### src/rtl/lane_request_arbiter.sv
// rtl/lane_request_arbiter.sv - debounced lane request latch with round-robin valid/ready offer
//
// Purpose: front end for the 4-approach traffic light controller. Raw lane
// buttons are synchronised, debounced on a slow sample tick, and each press
// is latched as a one-bit pending request. Pending lanes are offered one at
// a time in round-robin order; the controller consumes an offer by asserting
// req_ready while req_valid is high.
//
// Ports:
//   clkin      in   1  system clock, posedge
//   rst_n      in   1  asynchronous active-low reset
//   btn        in   4  raw asynchronous buttons, bit i = lane i, active-high
//   req_ready  in   1  controller accepts the current offer
//   req_valid  out  1  an offer is presented
//   req_lane   out  2  lane index of the offer, meaningful while req_valid=1
//   pend       out  4  latched pending requests (lamp drive)

module lane_request_arbiter #(
  parameter logic [15:0] DEB_DIV = 16'd50000,
  parameter int          DEB_CNT = 4
) (
  input  logic       clkin,
  input  logic       rst_n,
  input  logic [3:0] btn,
  input  logic       req_ready,
  output logic       req_valid,
  output logic [1:0] req_lane,
  output logic [3:0] pend
);

  localparam logic [0:0] S_IDLE  = 1'b0;
  localparam logic [0:0] S_OFFER = 1'b1;

  localparam logic [2:0]  DCNT_MAX = 3'(DEB_CNT - 1);
  localparam logic [15:0] DIV_MAX  = DEB_DIV - 16'd1;

  logic [3:0]  sync1;
  logic [3:0]  sync2;
  logic [15:0] presc;
  logic        tick;
  logic [3:0]  stable;
  logic [3:0]  stable_d;
  logic [3:0]  rise;
  logic [2:0]  dcnt [4];
  logic [0:0]  state;
  logic [1:0]  ptr;
  logic [1:0]  sel;
  logic [1:0]  idx;
  logic        found;
  logic        accept;
  logic [3:0]  clr;

  // Two-flop synchroniser per button.
  always_ff @(posedge clkin or negedge rst_n) begin
    if (!rst_n) begin
      sync1 <= '0;
      sync2 <= '0;
    end else begin
      sync1 <= btn;
      sync2 <= sync1;
    end
  end

  // Free-running sample prescaler; tick is high during the terminal count.
  assign tick = (presc == DIV_MAX);

  always_ff @(posedge clkin or negedge rst_n) begin
    if (!rst_n) begin
      presc <= '0;
    end else if (tick) begin
      presc <= '0;
    end else begin
      presc <= presc + 16'd1;
    end
  end

  // A lane's debounced level only flips after DEB_CNT consecutive sample
  // ticks that disagree with it; any agreeing tick restarts the count.
  always_ff @(posedge clkin or negedge rst_n) begin
    if (!rst_n) begin
      stable <= '0;
      for (int i = 0; i < 4; i++) begin
        dcnt[i] <= '0;
      end
    end else if (tick) begin
      for (int i = 0; i < 4; i++) begin
        if (sync2[i] == stable[i]) begin
          dcnt[i] <= '0;
        end else if (dcnt[i] == DCNT_MAX) begin
          stable[i] <= sync2[i];
          dcnt[i]   <= '0;
        end else begin
          dcnt[i] <= dcnt[i] + 3'd1;
        end
      end
    end
  end

  always_ff @(posedge clkin or negedge rst_n) begin
    if (!rst_n) begin
      stable_d <= '0;
    end else begin
      stable_d <= stable;
    end
  end

  assign rise = stable & ~stable_d;

  // First pending lane at or after the round-robin pointer.
  always_comb begin
    sel   = ptr;
    found = 1'b0;
    idx   = 2'd0;
    for (int k = 0; k < 4; k++) begin
      idx = ptr + 2'(k);
      if (!found && pend[idx]) begin
        sel   = idx;
        found = 1'b1;
      end
    end
  end

  assign accept = (state == S_OFFER) && req_ready;
  assign clr    = accept ? (4'b0001 << req_lane) : 4'b0000;

  // OR-ing rise after the clear lets a press that lands on the accepting
  // cycle survive, so the lane is simply re-offered later.
  always_ff @(posedge clkin or negedge rst_n) begin
    if (!rst_n) begin
      pend <= '0;
    end else begin
      pend <= (pend & ~clr) | rise;
    end
  end

  always_ff @(posedge clkin or negedge rst_n) begin
    if (!rst_n) begin
      state     <= S_IDLE;
      req_valid <= 1'b0;
      req_lane  <= 2'd0;
      ptr       <= 2'd0;
    end else begin
      case (state)
        S_IDLE: begin
          if (|pend) begin
            req_lane  <= sel;
            req_valid <= 1'b1;
            state     <= S_OFFER;
          end
        end
        S_OFFER: begin
          if (req_ready) begin
            ptr       <= req_lane + 2'd1;
            req_valid <= 1'b0;
            state     <= S_IDLE;
          end
        end
        default: begin
          state     <= S_IDLE;
          req_valid <= 1'b0;
        end
      endcase
    end
  end

endmodule

### config.mk
export PLATFORM = sky130hd
export DESIGN_NAME = lane_request_arbiter
export DESIGN_NICKNAME = d
export VERILOG_FILES = /design/src/rtl/lane_request_arbiter.sv
export SDC_FILE = /design/constraint.sdc
export NUM_CORES = 1
export LEC_CHECK = 0
export ABC_AREA = 0
export BUFFER_PORTS_ARGS = -buffer_cell sky130_fd_sc_hd__buf_2
export CAP_MARGIN = 5
export CORE_MARGIN = 1.5
export CORE_UTILIZATION = 31
export CTS_CLUSTER_DIAMETER = 100
export DETAILED_ROUTE_END_ITERATION = 6
export GPL_TIMING_DRIVEN = 0
export PLACE_DENSITY_LB_ADDON = 0.08
export SYNTH_ARGS = -nofsm -noshare
export SYNTH_HDL_FRONTEND = slang
export SYNTH_SLANG_ARGS = --single-unit
### constraint.sdc
create_clock -name clkin -period 2.1 [get_ports clkin]
set_clock_uncertainty 0.15 [all_clocks]
set_input_delay 0.525 -clock clkin [delete_from_list [all_inputs] [get_ports clkin]]
set_output_delay 0.525 -clock clkin [all_outputs]
set_load 0.005 [all_outputs]
==> run metrics, run 1 <==
status completed; WL final between 4 and 5 mm; pre-CTS setup slack 0.0947 ns; register area share after synthesis approximately 58%; CTS Buffer Depth 2; Antenna Nets Post-Route 0; Syn-to-layout area delta 11.5%; post-CTS setup buffer count 0; RSZ-0062 raised after global routing no; Final Non-Filler Cells between 300 and 400; fin crit share roughly 95%; Worst-Skew Late Latency approximately 0.30 ns; largest net degree at the start of global routing 55; GRT overflow 0; Cells after Synth between 200 and 250; DP HPWL 2.82 mm; leakage power about 1.2 nW; Synth Area per Inst approximately 11 um^2; boundary pin count 14; CTS tree yes; layout cells sized above 1 about a tenth; synth unique cells 36; Fin Setup TNS 0 ns; Final Cell Area 2600 um^2; # nets final ~250; WHS approximately 0.11 ns; ANT cells 0; max-slew violation count 0; Die Y approximately 90 um; worst slew pin tran 0.688 ns; critical path required time ~2.1 ns; most frequent cells in the layout dfrtp_1, nand2_1, nor2_1; Initial DRT Pass Iterations 4; dpl cell area between 2000 and 3000 um^2; Starting Density between 30% and 40%; DR vias ~1,500; Seq cells post-synth 54; WP data arrival ~2.0 ns; vias per inst ~4.5; Clock transition at path regs roughly 0.090 ns; crit end category flop; Cells after DPL 330; full die area 8060 um^2; final hold violations 0; Hold Crit Class input pin to asynchronous set/reset pin; syn_nets 234; Resized cells post-CTS 0; most common cell after layout, fill and taps aside dfrtp_1; crit path time final a little under 2 ns; Clk network pwr share 25.7%; synthesized area 2340 um^2; Combinational Power Share 16.3%; maxcap violations 0; initial antenna violation count 0; final core occ between 30 and 40%; Peak VDD IR roughly 0.24 mV; Max Clk Rate 504 MHz; fillcell total ~740; global-route wire length before repair approximately 7.3 mm; Ys Warns 0; drt drc 0; Sequential Power Share roughly three fifths; row count 31; Final Wtd Congestion just over 0.7; power density cells approximately 800 nW/um^2; number of port buffers 13; Routed WL per cell 12.2 um; H-tree depth 2; Internal approximately 1.5 mW; Critical Path Start Type flop; total power between 2 and 2.5 mW; WS Path Type flop to flop; relative slew slack 54.1%; root buf cell clkbuf_8; Net Sw Frac approximately 28%; Hold Buf Count CTS 0; NetSw roughly 600 uW; final setup fails 0; core footprint slightly above 7000 um^2; final worst setup slack approximately 0.11 ns; Max FO, Critical Path 10; total CTS buffers 5; Total GRT Usage 11.3%; Horiz. Die Dim roughly 90 um; vias in the first global route between 1,500 and 2,000; CTS sink cnt 54; starting DRC count in detailed routing a little over 60
[state kept, by name (all words and copies together) (netlist names), 2 cells and up]
register / count
dcnt: 12
presc: 16
req_lane: 2
sync1: 4
stable_d: 4
stable: 4
sync2: 4
ptr: 2
pend: 4
[Yosys cell counts]
cell type  count  area share [%]
a21oi_1        6             1.3
a2bb2oi_1      1            0.38
a31oi_1        1            0.27
and2_1         1            0.27
and3_1         5             1.3
and4_1         1            0.38
and4bb_1       1            0.54
buf_2          1            0.21
buf_4          1            0.32
clkbuf_1       1            0.16
dfrtp_1       54              58
ha_1           9             4.8
inv_1         13             2.1
mux2_1         4             1.9
mux2_2         1            0.48
nand2_1       27             4.3
nand3_1       12             2.6
nand3b_1       1            0.32
nand4_1        4             1.1
nand4_2        1            0.54
nor2_1        26             4.2
nor2b_1        4             1.1
nor3_1         3            0.64
nor4_1         1            0.27
nor4b_2        1            0.64
nor4bb_1       1            0.43
o2111ai_1      1            0.38
o211ai_1       1            0.32
o21a_1         2            0.64
o21ai_0        8             1.7
o21ai_1        5             1.1
o31ai_1        1            0.32
or4_1          1            0.32
or4_4          1            0.48
xnor2_1       13             4.9
xor2_1         4             1.5
[critical path: stages (launching register included)]
cell      delay (ns)
dfrtp_1         0.43
nor4bb_1        0.39
and4_1          0.24
buf_4           0.16
and3_1          0.18
mux2_1          0.32
[final timing paths]
kind,end,depth (start not counted),from,slack (ns)
max in group asynchronous,dcnt[9]$_DFFE_PN0N_,1,rst_n,1.23
min in group clkin,sync1[1]$_DFF_PN0_,1,btn[1],0.17
worst max-delay path,stable[1]$_DFFE_PN0P_,5,presc[13]$_DFF_PN0_,0.11
worst max register to register,stable[1]$_DFFE_PN0P_,5,presc[13]$_DFF_PN0_,0.11
worst min-delay path,req_lane[1]$_DFFE_PN0P_,1,rst_n,0.11
worst min register to register,sync2[0]$_DFF_PN0_,0,sync1[0]$_DFF_PN0_,0.20
[per-layer routing]
metal | part of all wire, % | vias up | track usage [%]
met5 | 0 | - | 0
li1 | - | 771 | -
met4 | 1.8 | 0 | 4.89
met1 | 47 | 705 | 13.9
met2 | 47 | 19 | 18.8
met3 | 3.2 | 6 | 3.05
[kinds of logic (layout without fill, tap and decap cells)]
logic type               count (synthesis)  after routing  synth area share (%)
AND/OR/NAND/NOR                         91             91                  19.4
flip-flops                              54             54                  57.8
AO/OA/AOI/OAI                           26             26                  6.37
XOR/XNOR                                17             17                  6.37
buffers and inverters                   16             36                  2.79
adder cells (fa/ha/maj)                  9              9                  4.82
multiplexers                             5              5                  2.41
[power by group through the flow]
stage	Clock (mW)	Sequential [mW]	Combinational [mW]
2_1_floorplan	0	1.24	0.230
3_3_place_gp	0	1.27	0.354
3_5_place_dp	0	1.26	0.354
4_1_cts	0.577	1.24	0.355
5_1_grt	0.631	1.26	0.411
6_report	0.548	1.24	0.347
[area by class of cell]
class | instances | area [um^2] | area share, %
multi-input combinational | 148 | 920 | 35.3
tap | 99 | 124 | 4.76
sequential | 54 | 1350 | 51.9
clock buffer | 7 | 76.3 | 2.93
inverter | 13 | 48.8 | 1.87
timing repair buffer | 13 | 67.6 | 2.59
buffer | 3 | 16.3 | 0.625
Power figures use the tool's default switching activity.
==> run 2, diff against run 1 <==
--- a/config.mk
+++ b/config.mk
@@ -8,9 +8,9 @@
 export ABC_AREA = 0
 export BUFFER_PORTS_ARGS = -buffer_cell sky130_fd_sc_hd__buf_2
 export CAP_MARGIN = 5
-export CORE_MARGIN = 1.5
 export CORE_UTILIZATION = 31
 export CTS_CLUSTER_DIAMETER = 100
+export CTS_CLUSTER_SIZE = 30
 export DETAILED_ROUTE_END_ITERATION = 6
 export GPL_TIMING_DRIVEN = 0
 export PLACE_DENSITY_LB_ADDON = 0.08
==> run metrics, run 2 (synthesis gave the netlist of run 1 again) <==
status completed; slowest stage cell, crit path dfrtp_1; Die Y 88.8 um (-1.1%); final hold violations 0 (unchanged); GRT overflow 0 (unchanged); vias in the first global route 1,485 (-6.0%); ANT cells 0 (unchanged); met3 Use GR 2.80% (-0.25 points); Routed WL per cell 12.2 um (-0.49%); relative slew slack 55.6% (+1.4 points); Horiz. Die Dim 88.8 um (-1.1%); Worst-Skew Late Latency 0.30 ns (about the same); layout cells sized above 1 12.1% (+2.0 points); fin crit share 93.6% (-0.93 points); post-CTS setup buffer count 0 (unchanged); routing usage on met2 21.2% (+2.4 points); full die area 7890 um^2 (-2.2%); Reg2Reg Depth 5 (unchanged); max-slew violation count 0 (unchanged); vias per inst 4.52 (+1.5%); reg-to-reg slack, setup 0.13 ns (+0.02 ns); core footprint 7250 um^2 (unchanged); RSZ-0062 raised after global routing no; Critical Path Start Type flop; crit-path cells nor4bb_2 > and4_1 > buf_4 > and3_1 > mux2_1; most frequent cells in the layout dfrtp_1, nand2_1, nor2_1, buf_2; Syn-to-layout area delta 13.3%; global-route wire length before repair 7.03 mm (-3.9%); worst slew pin tran 0.667 ns (-0.0211 ns); Antenna Nets Post-Route 0 (unchanged); CTS sink cnt 54 (unchanged); fillcell total 764 (+3.0%); initial antenna violation count 0 (unchanged); total CTS buffers 5 (unchanged); row count 31 (unchanged); max reg flops 16 (unchanged); Max Clk Rate 509 MHz (+0.99%); leakage power 1.26 nW (+1.4%); boundary pin count 14 (unchanged); GR Util met1 14.0% (+0.15 points); Fin Setup TNS 0 ns (unchanged); crit end category flop; Final Wtd Congestion 0.745 (+2.3%); number of port buffers 13 (unchanged); Clock transition at path regs 0.10 ns (about the same); drt drc 0 (unchanged); starting DRC count in detailed routing 71 (+15%); Hold Crit Class input pin to asynchronous set/reset pin; Total GRT Usage 11.9% (+0.60 points); Most flops, register presc; final worst setup slack 0.133 ns (+0.0194 ns); Initial DRT Pass Iterations 4 (unchanged); largest net degree at the start of global routing 55 (unchanged); final setup fails 0 (unchanged); pre-CTS setup slack 0.0587 ns (-0.0359 ns); WP data arrival 2.01 ns (about the same); H-tree depth 2 (unchanged); Peak VDD IR 0.257 mV (+5.4%); CTS Buffer Depth 2 (unchanged); Largest stage delay, worst path 0.45 ns (+0.02 ns); WL final 4.13 mm (about the same); WS Path Type flop to flop; GR peak layer met2; root buf cell clkbuf_8; maxcap violations 0 (unchanged); Reg-to-Reg End stable[1]$_DFFE_PN0P_; critical path required time 2.14 ns (about the same); Regs by FF count presc: 16 flops, dcnt: 12 flops; # nets final 255 (+0.39%); DR vias 1,532 (+2.1%); DP HPWL 2.81 mm (about the same); CTS tree yes; Starting Density 32.2% (unchanged); most common cell after layout, fill and taps aside dfrtp_1; Max FO, Critical Path 10 (unchanged); crit path time final 1.97 ns (-0.0194 ns); reg-to-reg critical path startpoint presc[13]$_DFF_PN0_; Hold Buf Count CTS 0 (unchanged); power density cells 829 nW/um^2 (+1.1%)
-- run 2: changes by cell type in the layout (fill, tap and decap cells not counted), sizes merged --
cell | previous run | this run
clkinvlp | 0 | 1
clkbuf | 8 | 7
buf | 15 | 16
clkinv | 0 | 1
-- run 2: area by class of cell --
type	instances	area, um^2	share of cell area [%]
clock buffer	6	82.6	3.12
buffer	3	16.3	0.615
multi-input combinational	148	926	35.0
tap	99	124	4.68
timing repair buffer	14	85.1	3.22
sequential	54	1350	51.1
inverter	13	48.8	1.84
clock inverter	2	12.5	0.473
-- run 2: what timing repair did --
action                                 in CTS  in global routing
endpoints found under the hold margin       0                  0
resized for setup                           0                  1
setup endpoints to repair                   0                 13
-- run 2: metrics by stage --
| step | instance area, um^2 | hold WS [ns] | cells | utilization (%) | total power, mW |
|---|---|---|---|---|---|
| floorplan | 2340 | 0.0794 | 218 | - | 1.47 |
| global placement | 2520 | 0.183 | 330 | 34.8 | 1.62 |
| detailed placement | 2520 | 0.185 | 330 | 34.8 | 1.62 |
| CTS | 2620 | 0.157 | 338 | 36.1 | 2.24 |
| global route | 2650 | 0.131 | 339 | 36.5 | 2.36 |
| finish | 2650 | 0.0905 | 339 | 36.5 | 2.19 |
-- run 2: worst max-delay path by stage --
stage	from	end	slack [ns]	cells past startpoint
2_1_floorplan	presc[0]$_DFF_PN0_	stable[0]$_DFFE_PN0P_	0.24	6
3_3_place_gp	presc[13]$_DFF_PN0_	stable[3]$_DFFE_PN0P_	0.06	5
3_5_place_dp	presc[13]$_DFF_PN0_	stable[1]$_DFFE_PN0P_	0.06	5
4_1_cts	presc[13]$_DFF_PN0_	stable[1]$_DFFE_PN0P_	0.04	5
5_1_grt	presc[13]$_DFF_PN0_	stable[1]$_DFFE_PN0P_	0.005	5
6_report	presc[13]$_DFF_PN0_	stable[1]$_DFFE_PN0P_	0.13	5
-- run 2: routing by layer --
metal / routed length, um / part of all wire, %
met5: 0 / 0
met1: 1980 / 48
met2: 1990 / 48
met3: 100 / 2.4
met4: 51 / 1.2
-- run 2: critical path: cells and delay by family (launching register included) --
| family | cells | cell delay, ns |
|---|---|---|
| flip-flops | 1 | 0.45 |
| multiplexers | 1 | 0.32 |
| buffers and inverters | 1 | 0.16 |
| AND/OR/NAND/NOR | 3 | 0.78 |
-- run 2: power breakdown --
group	switching, mW	total (mW)	leakage [nW]	internal (mW)
Sequential	0.116	1.24	0.708	1.13
Combinational	0.174	0.348	0.508	0.174
Clock	0.336	0.602	0.0472	0.266
